--- config.mk ---
export PLATFORM = sky130hd
export DESIGN_NAME = mc_ctrl_fsm_flat
export DESIGN_NICKNAME = d
export VERILOG_FILES = /design/src/rtl/mc_ctrl_fsm_pkg.sv /design/src/rtl/mc_ctrl_fsm_if.sv /design/src/rtl/mc_ctrl_fsm_out_decode.sv /design/src/rtl/mc_ctrl_fsm.sv /design/src/flat_wrapper.sv
export SDC_FILE = /design/constraint.sdc
export NUM_CORES = 1
export LEC_CHECK = 0
export ABC_AREA = 1
export CORE_UTILIZATION = 36
export CTS_CLUSTER_DIAMETER = 120
export DETAILED_ROUTE_END_ITERATION = 6
export PLACE_DENSITY = 0.88
export RECOVER_POWER = 50
export SYNTH_ARGS = -nofsm -noshare
export SYNTH_HDL_FRONTEND = slang
export SYNTH_SLANG_ARGS = --single-unit
--- constraint.sdc ---
create_clock -name clk -period 1.6 [get_ports clk]
set_input_delay 0.24 -clock clk [delete_from_list [all_inputs] [get_ports clk]]
set_output_delay 0.24 -clock clk [all_outputs]
set_load 0.05 [all_outputs]
--- src/rtl/mc_ctrl_fsm_pkg.sv ---
`default_nettype none
// ---------------------------------------------------------------------------
// mc_ctrl_fsm_pkg : state encodings, opcodes, mux select codes, control word
// Rev 1.0
// ---------------------------------------------------------------------------
package mc_ctrl_fsm_pkg;

  localparam int STATE_W = 4;

  typedef enum logic [STATE_W-1:0] {
    S_RST    = 4'd0,
    S_FETCH  = 4'd1,
    S_DECODE = 4'd2,
    S_MEMADR = 4'd3,
    S_MEMRD  = 4'd4,
    S_MEMWB  = 4'd5,
    S_MEMWR  = 4'd6,
    S_RTEXE  = 4'd7,
    S_ALUWB  = 4'd8,
    S_BEQ    = 4'd9,
    S_JUMP   = 4'd10,
    S_ADDIEX = 4'd11,
    S_ADDIWB = 4'd12
  } state_t;

  localparam logic [5:0] c_op_rtype = 6'b000000;
  localparam logic [5:0] c_op_lw    = 6'b100011;
  localparam logic [5:0] c_op_sw    = 6'b101011;
  localparam logic [5:0] c_op_beq   = 6'b000100;
  localparam logic [5:0] c_op_j     = 6'b000010;
  localparam logic [5:0] c_op_addi  = 6'b001000;

  localparam logic [1:0] c_aluop_add   = 2'b00;
  localparam logic [1:0] c_aluop_sub   = 2'b01;
  localparam logic [1:0] c_aluop_funct = 2'b10;

  localparam logic [1:0] c_srcb_rt      = 2'b00;
  localparam logic [1:0] c_srcb_four    = 2'b01;
  localparam logic [1:0] c_srcb_sext    = 2'b10;
  localparam logic [1:0] c_srcb_sext_sh = 2'b11;

  localparam logic [1:0] c_pcsrc_alu    = 2'b00;
  localparam logic [1:0] c_pcsrc_aluout = 2'b01;
  localparam logic [1:0] c_pcsrc_jump   = 2'b10;

  // pc_we/pc_br are combined with mem_ready and zero at the top level
  typedef struct packed {
    logic       mem_req;
    logic       mem_we;
    logic       iord;
    logic       ir_we;
    logic       pc_we;
    logic       pc_br;
    logic       ready_gate;
    logic [1:0] pc_src;
    logic       alu_srca;
    logic [1:0] alu_srcb;
    logic [1:0] alu_op;
    logic       reg_dst;
    logic       mem2reg;
    logic       reg_we;
  } ctrl_t;

  function automatic logic is_known_op(input logic [5:0] op);
    return (op == c_op_rtype) || (op == c_op_lw) || (op == c_op_sw) ||
           (op == c_op_beq)   || (op == c_op_j)  || (op == c_op_addi);
  endfunction

endpackage
`default_nettype wire

--- src/rtl/mc_ctrl_fsm_if.sv ---
`default_nettype none
// ---------------------------------------------------------------------------
// mc_ctrl_fsm_if : control-unit <-> datapath/memory signal bundle
// Rev 1.0
// ---------------------------------------------------------------------------
interface mc_ctrl_fsm_if #(
  parameter int OPW = 6,
  parameter int STW = 4
);
  logic [OPW-1:0] opcode;
  logic           zero;
  logic           mem_ready;
  logic           mem_req;
  logic           mem_we;
  logic           iord;
  logic           ir_we;
  logic           pc_en;
  logic [1:0]     pc_src;
  logic           alu_srca;
  logic [1:0]     alu_srcb;
  logic [1:0]     alu_op;
  logic           reg_dst;
  logic           mem2reg;
  logic           reg_we;
  logic           illegal;
  logic [STW-1:0] state_o;

  modport master (
    input  opcode, zero, mem_ready,
    output mem_req, mem_we, iord, ir_we, pc_en, pc_src, alu_srca, alu_srcb,
           alu_op, reg_dst, mem2reg, reg_we, illegal, state_o
  );

  modport slave (
    output opcode, zero, mem_ready,
    input  mem_req, mem_we, iord, ir_we, pc_en, pc_src, alu_srca, alu_srcb,
           alu_op, reg_dst, mem2reg, reg_we, illegal, state_o
  );
endinterface
`default_nettype wire

--- src/rtl/mc_ctrl_fsm_out_decode.sv ---
`default_nettype none
// ---------------------------------------------------------------------------
// mc_ctrl_fsm_out_decode : state -> control word (pure combinational)
// Rev 1.0
// ---------------------------------------------------------------------------
module mc_ctrl_fsm_out_decode
  import mc_ctrl_fsm_pkg::*;
(
  input  state_t i_state,
  output ctrl_t  o_cw
);

  always_comb begin
    o_cw = '0;
    case (i_state)
      S_FETCH: begin
        o_cw.mem_req    = 1'b1;
        o_cw.ir_we      = 1'b1;
        o_cw.pc_we      = 1'b1;
        o_cw.ready_gate = 1'b1;
        o_cw.alu_srcb   = c_srcb_four;
        o_cw.alu_op     = c_aluop_add;
        o_cw.pc_src     = c_pcsrc_alu;
      end
      S_DECODE: begin
        o_cw.alu_srcb = c_srcb_sext_sh;
        o_cw.alu_op   = c_aluop_add;
      end
      S_MEMADR, S_ADDIEX: begin
        o_cw.alu_srca = 1'b1;
        o_cw.alu_srcb = c_srcb_sext;
        o_cw.alu_op   = c_aluop_add;
      end
      S_MEMRD: begin
        o_cw.mem_req = 1'b1;
        o_cw.iord    = 1'b1;
      end
      S_MEMWB: begin
        o_cw.reg_we  = 1'b1;
        o_cw.mem2reg = 1'b1;
      end
      S_MEMWR: begin
        o_cw.mem_req = 1'b1;
        o_cw.mem_we  = 1'b1;
        o_cw.iord    = 1'b1;
      end
      S_RTEXE: begin
        o_cw.alu_srca = 1'b1;
        o_cw.alu_srcb = c_srcb_rt;
        o_cw.alu_op   = c_aluop_funct;
      end
      S_ALUWB: begin
        o_cw.reg_we  = 1'b1;
        o_cw.reg_dst = 1'b1;
      end
      S_BEQ: begin
        o_cw.alu_srca = 1'b1;
        o_cw.alu_srcb = c_srcb_rt;
        o_cw.alu_op   = c_aluop_sub;
        o_cw.pc_src   = c_pcsrc_aluout;
        o_cw.pc_br    = 1'b1;
      end
      S_JUMP: begin
        o_cw.pc_src = c_pcsrc_jump;
        o_cw.pc_we  = 1'b1;
      end
      S_ADDIWB: begin
        o_cw.reg_we = 1'b1;
      end
      default: o_cw = '0;
    endcase
  end

endmodule
`default_nettype wire

--- src/rtl/mc_ctrl_fsm.sv ---
`default_nettype none
// ---------------------------------------------------------------------------
// mc_ctrl_fsm : multi-cycle MIPS control unit (Moore FSM, req/ready memory)
// Rev 1.0
// ---------------------------------------------------------------------------
module mc_ctrl_fsm
  import mc_ctrl_fsm_pkg::*;
#(
  parameter int OPW = 6,
  parameter int STW = 4
) (
  input  wire logic      clk,
  input  wire logic      rstn,
  mc_ctrl_fsm_if.master  bus
);

  state_t         r_state;
  state_t         w_next;
  logic           w_illegal;
  logic [OPW-1:0] w_op;
  ctrl_t          w_cw;

  assign w_op = bus.opcode;

  // Async reset: mem_req/mem_we drop as soon as rstn falls
  always_ff @(posedge clk or negedge rstn) begin
    if (!rstn) r_state <= S_RST;
    else       r_state <= w_next;
  end

  always_comb begin
    w_next    = r_state;
    w_illegal = 1'b0;
    case (r_state)
      S_RST:   w_next = S_FETCH;
      S_FETCH: if (bus.mem_ready) w_next = S_DECODE;
      S_DECODE: begin
        if (w_op == c_op_lw || w_op == c_op_sw) w_next = S_MEMADR;
        else if (w_op == c_op_rtype)            w_next = S_RTEXE;
        else if (w_op == c_op_beq)              w_next = S_BEQ;
        else if (w_op == c_op_j)                w_next = S_JUMP;
        else if (w_op == c_op_addi)             w_next = S_ADDIEX;
        else                                    w_next = S_FETCH;
        w_illegal = !is_known_op(w_op);
      end
      S_MEMADR: begin
        if (w_op == c_op_lw)      w_next = S_MEMRD;
        else if (w_op == c_op_sw) w_next = S_MEMWR;
        else                      w_next = S_FETCH;
      end
      S_MEMRD:  if (bus.mem_ready) w_next = S_MEMWB;
      S_MEMWR:  if (bus.mem_ready) w_next = S_FETCH;
      S_MEMWB:  w_next = S_FETCH;
      S_RTEXE:  w_next = S_ALUWB;
      S_ALUWB:  w_next = S_FETCH;
      S_BEQ:    w_next = S_FETCH;
      S_JUMP:   w_next = S_FETCH;
      S_ADDIEX: w_next = S_ADDIWB;
      S_ADDIWB: w_next = S_FETCH;
      default:  w_next = S_FETCH;
    endcase
  end

  mc_ctrl_fsm_out_decode u_out_decode (
    .i_state (r_state),
    .o_cw    (w_cw)
  );

  // FETCH enables only fire on the cycle memory actually returns the word
  assign bus.ir_we    = w_cw.ir_we & bus.mem_ready;
  assign bus.pc_en    = (w_cw.pc_we & (~w_cw.ready_gate | bus.mem_ready)) |
                        (w_cw.pc_br & bus.zero);
  assign bus.mem_req  = w_cw.mem_req;
  assign bus.mem_we   = w_cw.mem_we & w_cw.mem_req;
  assign bus.iord     = w_cw.iord;
  assign bus.pc_src   = w_cw.pc_src;
  assign bus.alu_srca = w_cw.alu_srca;
  assign bus.alu_srcb = w_cw.alu_srcb;
  assign bus.alu_op   = w_cw.alu_op;
  assign bus.reg_dst  = w_cw.reg_dst;
  assign bus.mem2reg  = w_cw.mem2reg;
  assign bus.reg_we   = w_cw.reg_we;
  assign bus.illegal  = w_illegal;
  assign bus.state_o  = STW'(r_state);

endmodule
`default_nettype wire

--- src/flat_wrapper.sv ---
// flat-port wrapper written by rule: the top's interface ports become plain ports
module mc_ctrl_fsm_flat import mc_ctrl_fsm_pkg::*;
#(
  parameter int OPW = 6,
  parameter int STW = 4
)
  (clk, rstn, bus_opcode, bus_zero, bus_mem_ready, bus_mem_req, bus_mem_we, bus_iord, bus_ir_we, bus_pc_en, bus_pc_src, bus_alu_srca, bus_alu_srcb, bus_alu_op, bus_reg_dst, bus_mem2reg, bus_reg_we, bus_illegal, bus_state_o);
  mc_ctrl_fsm_if #(.OPW(OPW), .STW(STW)) bus_i ();
  input  wire logic clk;
  input  wire logic rstn;
  input wire logic [$bits(bus_i.opcode)-1:0] bus_opcode;
  input wire logic [$bits(bus_i.zero)-1:0] bus_zero;
  input wire logic [$bits(bus_i.mem_ready)-1:0] bus_mem_ready;
  output wire logic [$bits(bus_i.mem_req)-1:0] bus_mem_req;
  output wire logic [$bits(bus_i.mem_we)-1:0] bus_mem_we;
  output wire logic [$bits(bus_i.iord)-1:0] bus_iord;
  output wire logic [$bits(bus_i.ir_we)-1:0] bus_ir_we;
  output wire logic [$bits(bus_i.pc_en)-1:0] bus_pc_en;
  output wire logic [$bits(bus_i.pc_src)-1:0] bus_pc_src;
  output wire logic [$bits(bus_i.alu_srca)-1:0] bus_alu_srca;
  output wire logic [$bits(bus_i.alu_srcb)-1:0] bus_alu_srcb;
  output wire logic [$bits(bus_i.alu_op)-1:0] bus_alu_op;
  output wire logic [$bits(bus_i.reg_dst)-1:0] bus_reg_dst;
  output wire logic [$bits(bus_i.mem2reg)-1:0] bus_mem2reg;
  output wire logic [$bits(bus_i.reg_we)-1:0] bus_reg_we;
  output wire logic [$bits(bus_i.illegal)-1:0] bus_illegal;
  output wire logic [$bits(bus_i.state_o)-1:0] bus_state_o;
  assign bus_i.opcode = bus_opcode;
  assign bus_i.zero = bus_zero;
  assign bus_i.mem_ready = bus_mem_ready;
  assign bus_mem_req = bus_i.mem_req;
  assign bus_mem_we = bus_i.mem_we;
  assign bus_iord = bus_i.iord;
  assign bus_ir_we = bus_i.ir_we;
  assign bus_pc_en = bus_i.pc_en;
  assign bus_pc_src = bus_i.pc_src;
  assign bus_alu_srca = bus_i.alu_srca;
  assign bus_alu_srcb = bus_i.alu_srcb;
  assign bus_alu_op = bus_i.alu_op;
  assign bus_reg_dst = bus_i.reg_dst;
  assign bus_mem2reg = bus_i.mem2reg;
  assign bus_reg_we = bus_i.reg_we;
  assign bus_illegal = bus_i.illegal;
  assign bus_state_o = bus_i.state_o;
  mc_ctrl_fsm #(.OPW(OPW), .STW(STW)) u_core (.clk(clk), .rstn(rstn), .bus(bus_i));
endmodule
==> results of run 1 <==
==> synthesized netlist by cell type <==
library cell  number
nor2_1            24
nand2_1           20
inv_1             12
nand3_1            7
dfrtp_1            4
inv_2              4
nand2_2            4
nor2_2             4
nor2_4             2
o21ai_0            2
o21ai_1            2
o22ai_1            2
a211o_1            1
a21oi_1            1
a31oi_1            1
and2_1             1
nand2_4            1
o21ai_2            1
==> cells by family after synthesis <==
kind of cell    Yosys count  share of synthesized area (%)
simple gates             63                           56.7
buf+inv                  16                           11.7
compound gates           10                           12.0
flops                     4                           19.6
==> metrics by stage <==
stage | setup TNS [ps] | instance area, um2 | hold WS [ps] | util, %
CTS | -258 | 1220 | 211 | 92.3
floorplan | -467 | 571 | -55.6 | -
global placement | -86.6 | 1080 | 447 | 82.3
detailed placement | -273 | 1080 | 461 | 82.3
==> what timing repair did <==
action                     CTS
gates resized for setup     23
gates cloned                 0
setup endpoints to repair    7
buffers inserted             7
pin swaps                   10
==> results.sh, run 1 <==
export IMPL_outcome="aborted with a tool error"
export IMPL_lastStage="global routing"
export IMPL_firstError="[ERROR DPL-0033] detailed placement checks failed during check placement."
export IMPL_root_buffer="clkbuf_4"
export IMPL_synth_seq_cells=4
export IMPL_holdBufCountCts=0
export IMPL_gp_congestion=0.914
export IMPL_synthCells=93
export IMPL_pre_cts_slack_ps=-207
export IMPL_synth_top_area_share_pct=19.6
export IMPL_die_w_um=39.7
export IMPL_grt_max_degree=8
export IMPL_synth_distinct_cells=18
export IMPL_cts_made_buffers=3
export IMPL_antenna_found_initial=0
export IMPL_dp_hpwl_mm=1.67
export IMPL_syn_avg_cell_area_um2=5.50
export IMPL_yosys_warnings=0
export IMPL_seq_area_frac_synth_pct=19.6
export IMPL_synth_area_leaders="dfrtp_1, nor2_1, nand2_1"
export IMPL_crit_endpoint="bus_illegal"
export IMPL_row_count=13
export IMPL_syn_nets=103
export IMPL_htree_levels=1
export IMPL_syn_area_um2=512
export IMPL_io_pin_count=30
export IMPL_portBuffers=29
export IMPL_yosysTopAreaCell="dfrtp_1"
export IMPL_worst_path_end_type="primary output"
export IMPL_fp_dieH_um=39.7
export IMPL_numPlacedInstances=146
export IMPL_initial_utilization_pct=38.8
export IMPL_ctsLongestPathBuffers=2
export IMPL_clock_sinks=4
==> run 2: changes to the inputs <==
CORE_AREA = 2 2 63 65   (was not set)
CORE_UTILIZATION = not set   (was 36)
CTS_CLUSTER_DIAMETER = not set   (was 120)
DIE_AREA = 0 0 65 67   (was not set)
PLACE_DENSITY = not set   (was 0.88)
PLACE_DENSITY_LB_ADDON = 0.15   (was not set)
==> run 2 against run 1 <==
The flow now finishes, with violations (setup timing). Synthesized cell count is the same. Synthesized area is the same.
==> results.sh, run 2 <==
export IMPL_outcome="finished with violations"
export IMPL_violations="setup timing"
export IMPL_fin_tns_setup_ps=-59.9
export IMPL_internal_power_w=0.00109
export IMPL_synth_area_leaders="dfrtp_1, nor2_1, nand2_1"
export IMPL_r2r_end="u_core.bus.state_o[0]"
export IMPL_cp_slowest_cell="dfrtp_2"
export IMPL_final_common_cell="buf_4"
export IMPL_synth_distinct_cells=18
export IMPL_r2r_setup_slack_ps=100
export IMPL_antenna_found_initial=0
export IMPL_viasPerCell=3.76
export IMPL_finalSetupViolations=4
export IMPL_die_area_mm2=0.00436
export IMPL_cts_made_buffers=3
export IMPL_grt_pass1_vias=718
export IMPL_insertion_delay_ps=210
export IMPL_cp_num_buf_inv=3
export IMPL_drtAntennaViolNets=0
export IMPL_synth_edff_count=0
export IMPL_total_leakage_power_nw=0.636
export IMPL_syn_nets=103
export IMPL_clock_sinks=4
export IMPL_final_cell_area_mm2=0.00136
export IMPL_layout_common_cells="buf_4, nand2_1, buf_12"
export IMPL_grt_usage_pct=9.15
export IMPL_overflow=0
export IMPL_drtIter0Drc=16
export IMPL_ff2ff_path_depth=10
export IMPL_drv_cap=0
export IMPL_num_antenna_cells=0
export IMPL_critPathMaxStageDelay_ps=450
export IMPL_syn_area_um2=512
export IMPL_fmax_mhz=611
export IMPL_worstPathArrival_ps=1400
export IMPL_synthCells=93
export IMPL_yosys_warnings=0
export IMPL_start_kind="flip-flop"
export IMPL_synth_ff_type="dfrtp_1"
export IMPL_synthTopCellsByCount="nor2_1, nand2_1, inv_1, nand3_1"
export IMPL_fin_worst_skew_ps=4.23
export IMPL_nFillCells=370
export IMPL_pre_cts_slack_ps=-158
export IMPL_final_nets=159
export IMPL_powerDensity_mw_per_mm2=1590
export IMPL_pwr_share_clk_pct=9.5
export IMPL_crit_fanout=5
export IMPL_via_count=733
export IMPL_combPwrFrac_pct=82.2
export IMPL_power_w=0.00217
export IMPL_dp_hpwl_mm=1.55
export IMPL_cp_cell_sequence="buf_4, nor2_4, inv_2, o22ai_2, buf_12"
export IMPL_io_pin_count=30
export IMPL_root_buffer="clkbuf_8"
export IMPL_syn_avg_cell_area_um2=5.50
export IMPL_die_w_um=65
export IMPL_layout_drive_gt1_share_pct=57.1
export IMPL_dr_pass1_iters=3
export IMPL_tightest_slew_ps=248
export IMPL_placed_cell_area_mm2=0.00117
export IMPL_portBuffers=29
export IMPL_maxSlewViolCount=0
export IMPL_synth_seq_cells=4
export IMPL_crit_family="flip-flops"
export IMPL_seq_area_frac_synth_pct=19.6
export IMPL_htree_levels=1
export IMPL_critPathCaptureType="output pin"
export IMPL_p_switching_w=0.00108
export IMPL_initial_utilization_pct=14.2
export IMPL_drcViolationCount=0
export IMPL_post_route_period_util_pct=102
export IMPL_rsz0062_at_grt="yes"
export IMPL_routed_wl_mm=1.82
export IMPL_fp_dieH_um=67
export IMPL_grt_pass1_wl_mm=3.19
export IMPL_holdBufCountCts=0
export IMPL_gp_congestion=0.738
export IMPL_synth_most_common_cell="nor2_1"
export IMPL_hold_ws_ps=299
export IMPL_peakVddDrop_mv=1.27
export IMPL_clk_pin_slew_ps=30
export IMPL_row_count=22
export IMPL_yosysTopAreaCell="dfrtp_1"
export IMPL_hold_viol=0
export IMPL_avgRoutedWirePerCell_um=9.31
export IMPL_slew_headroom_pct=83.4
export IMPL_largest_reg_flops=4
export IMPL_cts_tree="built"
export IMPL_p_sw_share_pct=49.7
export IMPL_period_minus_slack_ps=1640
export IMPL_cp_required_ps=1360
export IMPL_core_area_mm2=0.00361
export IMPL_async_flop_share_pct=100
export IMPL_hp_class="input pin to asynchronous set/reset pin"
export IMPL_synth_top_area_share_pct=19.6
export IMPL_ctsLongestPathBuffers=2
export IMPL_area_delta_synth_final_pct=166
export IMPL_timing_final_ws_setup_ps=-35.7
export IMPL_p_seq_share_pct=8.2
export IMPL_crit_type="flip-flop to output pin"
export IMPL_grt_max_degree=8
export IMPL_r2r_start="u_core.bus.state_o[3]"
-- run 2: timing repair --
item                                    CTS  global route
endpoints found under the setup margin    6            10
resized for setup                        14             9
buffers inserted                          7             3
gates cloned                              0             0
pin swaps                                 8             5
-- run 2: worst max path at each step --
stage	slack, ps	cells after the start	startpoint	to
global route	-90	5	u_core.bus.state_o[1]	bus_reg_we
CTS	-80	7	u_core.bus.state_o[2]	bus_illegal
global placement	-110	7	bus_opcode[4]	bus_illegal
floorplan	-130	5	u_core.bus.state_o[0]	bus_pc_en
detailed placement	-160	7	bus_opcode[2]	bus_illegal
finish	-40	5	u_core.bus.state_o[1]	bus_reg_we
-- run 2: kinds of logic (layout without fill, tap and decap cells) --
family                 count (synthesis)  count (layout)  share of synthesized area [%]
and+or+nand+nor                       63              63                           56.7
buffers and inverters                 16              70                           11.7
AOI/OAI and AO/OA                     10              10                           12.0
DFF                                    4               4                           19.6
-- run 2: metrics by stage --
| step | util (%) | std cells |
|---|---|---|
| global route | 37.8 | 195 |
| finish | 37.8 | 195 |
| global placement | 32.5 | 182 |
| detailed placement | 32.5 | 182 |
| floorplan | - | 93 |
| CTS | 36.2 | 192 |
-- run 2: power by group through the flow --
stage	logic [W]	clock network, W	registers (W)
finish	0.00178	0.000206	0.000179
global route	0.00189	0.000219	0.000182
CTS	0.00168	0.000211	0.000181
detailed placement	0.00156	0	0.000177
global placement	0.00157	0	0.000177
floorplan	0.000771	0	0.000284
-- run 2: final cells by class --
type | count | area [um2] | share of cell area, %
Multi-Input combinational cell | 73 | 469 | 34.4
Sequential cell | 4 | 105 | 7.71
Clock buffer | 3 | 41.3 | 3.03
Inverter | 16 | 60.1 | 4.41
Timing Repair Buffer | 51 | 627 | 46.0
Tap cell | 48 | 60.1 | 4.41
-- run 2: per-layer routing --
layer | up-vias | routed length [um] | GRT usage [%]
met5 | - | 0 | 0
li1 | 397 | - | -
met4 | 0 | 0 | 2.39
met2 | 24 | 884 | 15.5
met3 | 0 | 103 | 1.69
met1 | 312 | 828 | 11.9
Note: power is estimated with default switching activity, not from simulation.
==> run 3: changes to the inputs <==
--- a/constraint.sdc
+++ b/constraint.sdc
@@ -3,2 +3,2 @@
 set_output_delay 0.24 -clock clk [all_outputs]
-set_load 0.05 [all_outputs]
+set_load 0.005 [all_outputs]
==> run 3 against run 2 <==
The flow now finishes without violations. Sequential share of layout area grew 0.79 points. Critical path depth up 1. Largest power group unchanged. Sequential power is 8% lower. Clock-buffer cell count did not move. Setup slack gained 60 ps. Highest routed layer unchanged. Combinational power down 38%. Total power shrank 32%. Worst hold slack improved by 9.0 ps. Die area stayed put. Maximum frequency is 3.8% higher.
==> results.sh, run 3 (synthesis gave the netlist of run 2 again) <==
export IMPL_outcome="complete, no violations"
export IMPL_holdBufCountCts=0
export IMPL_critPathCaptureType="output pin"
export IMPL_fmax_mhz=634
export IMPL_power_w=0.00148
export IMPL_routed_wl_mm=2.03
export IMPL_core_area_mm2=0.00361
export IMPL_via_count=792
export IMPL_worstPathArrival_ps=1340
export IMPL_grt_usage_pct=10.1
export IMPL_fin_util_pct=33.1
export IMPL_drv_cap=0
export IMPL_dr_pass1_iters=2
export IMPL_crit_family="buffers and inverters"
export IMPL_initial_utilization_pct=14.2
export IMPL_final_common_cell="buf_4"
export IMPL_insertion_delay_ps=210
export IMPL_grt_pass1_wl_mm=3.43
export IMPL_tightest_slew_ps=205
export IMPL_regArea_um2=101
export IMPL_htree_levels=1
export IMPL_maxSlewViolCount=0
export IMPL_clock_sinks=4
export IMPL_path_common_cell="buf_4"
export IMPL_num_antenna_cells=0
export IMPL_crit_type="flip-flop to output pin"
export IMPL_powerDensity_mw_per_mm2=1240
export IMPL_die_area_mm2=0.00436
export IMPL_finalNonFillerCells=208
export IMPL_ctsLongestPathBuffers=2
export IMPL_antenna_found_initial=0
export IMPL_die_w_um=65
export IMPL_final_cell_area_mm2=0.00119
export IMPL_row_count=22
export IMPL_viasPerCell=3.81
export IMPL_gp_congestion=0.733
export IMPL_timing_final_ws_setup_ps=23.8
export IMPL_dp_hpwl_mm=1.68
export IMPL_avgRoutedWirePerCell_um=9.77
export IMPL_layout_common_cells="buf_4, nor2_1, nand2_1"
export IMPL_clk_pin_slew_ps=30
export IMPL_hp_class="input pin to asynchronous set/reset pin"
export IMPL_cts_made_buffers=3
export IMPL_slew_headroom_pct=86.2
export IMPL_crit_fanout=4
export IMPL_layout_drive_gt1_share_pct=44.4
export IMPL_fp_dieH_um=67
export IMPL_drtIter0Drc=18
export IMPL_total_leakage_power_nw=0.643
export IMPL_multi_input_area_um2=413
export IMPL_portBuffers=29
export IMPL_critPathMaxStageDelay_ps=380
export IMPL_cp_num_buf_inv=4
export IMPL_start_kind="flip-flop"
export IMPL_cts_tree="built"
export IMPL_cp_required_ps=1360
export IMPL_root_buffer="clkbuf_8"
export IMPL_rsz0062_at_grt="yes"
export IMPL_largest_reg_flops=4
export IMPL_hold_viol=0
export IMPL_io_pin_count=30
export IMPL_finalSetupViolations=0
export IMPL_nFillCells=417
export IMPL_r2r_setup_slack_ps=170
export IMPL_grt_max_degree=8
export IMPL_cp_cell_sequence="buf_4, nor2_1, inv_1, buf_4, o22ai_1, buf_2"
export IMPL_peakVddDrop_mv=0.342
export IMPL_drtAntennaViolNets=0
export IMPL_drcViolationCount=0
export IMPL_area_delta_synth_final_pct=133
export IMPL_cp_slowest_cell="dfrtp_1"
export IMPL_grt_pass1_vias=768
export IMPL_numPlacedInstances=202
export IMPL_post_route_period_util_pct=98.5
export IMPL_pre_cts_slack_ps=-471
export IMPL_fin_worst_skew_ps=1.74
export IMPL_placed_cell_area_mm2=0.00110
export IMPL_final_nets=172
export IMPL_overflow=0
export IMPL_period_minus_slack_ps=1580
==> run 3: changes by cell type in the layout (fill, tap and decap cells not counted), moves of 5 or more <==
cell / before / now
buf_12: 18 / 0
buf_2: 0 / 5
buf_4: 23 / 31
dlygate4sd2_1: 6 / 11
nor2_1: 15 / 21
nor2_4: 11 / 6
==> run 3: stage by stage <==
step / hold WS, ps / setup TNS [ps]
detailed placement: 467 / -1030
global route: 318 / -253
global placement: 453 / -998
finish: 308 / 0
CTS: 242 / -183
floorplan: -55.6 / 0
==> run 3: final cells by class <==
type | count | area share (%)
Inverter | 16 | 5.25
Clock buffer | 3 | 3.46
Sequential cell | 4 | 8.50
Timing Repair Buffer | 64 | 43.1
Multi-Input combinational cell | 73 | 34.6
Tap cell | 48 | 5.04
==> run 3: worst reg2reg max path: cells and delay by family, from the launching register on <==
| kind | cells | cell delay [ps] |
|---|---|---|
| flip-flops | 1 | 430 |
| AO/OA/AOI/OAI | 3 | 340 |
| buffers and inverters | 2 | 280 |
| AND/OR/NAND/NOR | 3 | 260 |
==> run 3: metal layers <==
layer	track usage, %	wire length, um	vias to the layer above
li1	-	-	426
met1	11.0	876	344
met2	19.6	1030	22
met3	2.03	123	0
met4	3.19	0	0
met5	0	0	-
==> run 3: power by group <==
part           leakage (nW)  internal [W]  switching (W)
Combinational         0.570      0.000601       0.000503
Clock                0.0216      0.000160      0.0000506
Sequential           0.0506      0.000133      0.0000317
Total                 0.643      0.000894       0.000585
==> run 3: path summary, 6_finish.rpt <==
path,from,endpoint,depth (start not counted)
max in group asynchronous,rstn,u_core.bus.state_o[1],1
max,u_core.bus.state_o[0],bus_reg_we,6
max reg2reg,u_core.bus.state_o[1],u_core.bus.state_o[2],8
min,rstn,u_core.bus.state_o[0],1
min in group clk,u_core.bus.state_o[2],u_core.bus.state_o[2],3
min reg2reg,u_core.bus.state_o[2],u_core.bus.state_o[2],3
==> run 3: timing repair <==
item / 4_1_cts / 5_1_grt
resized for setup: 56 / 13
pin swaps: 8 / 9
setup buffers: 3 / 1
endpoints found under the setup margin: 16 / 12
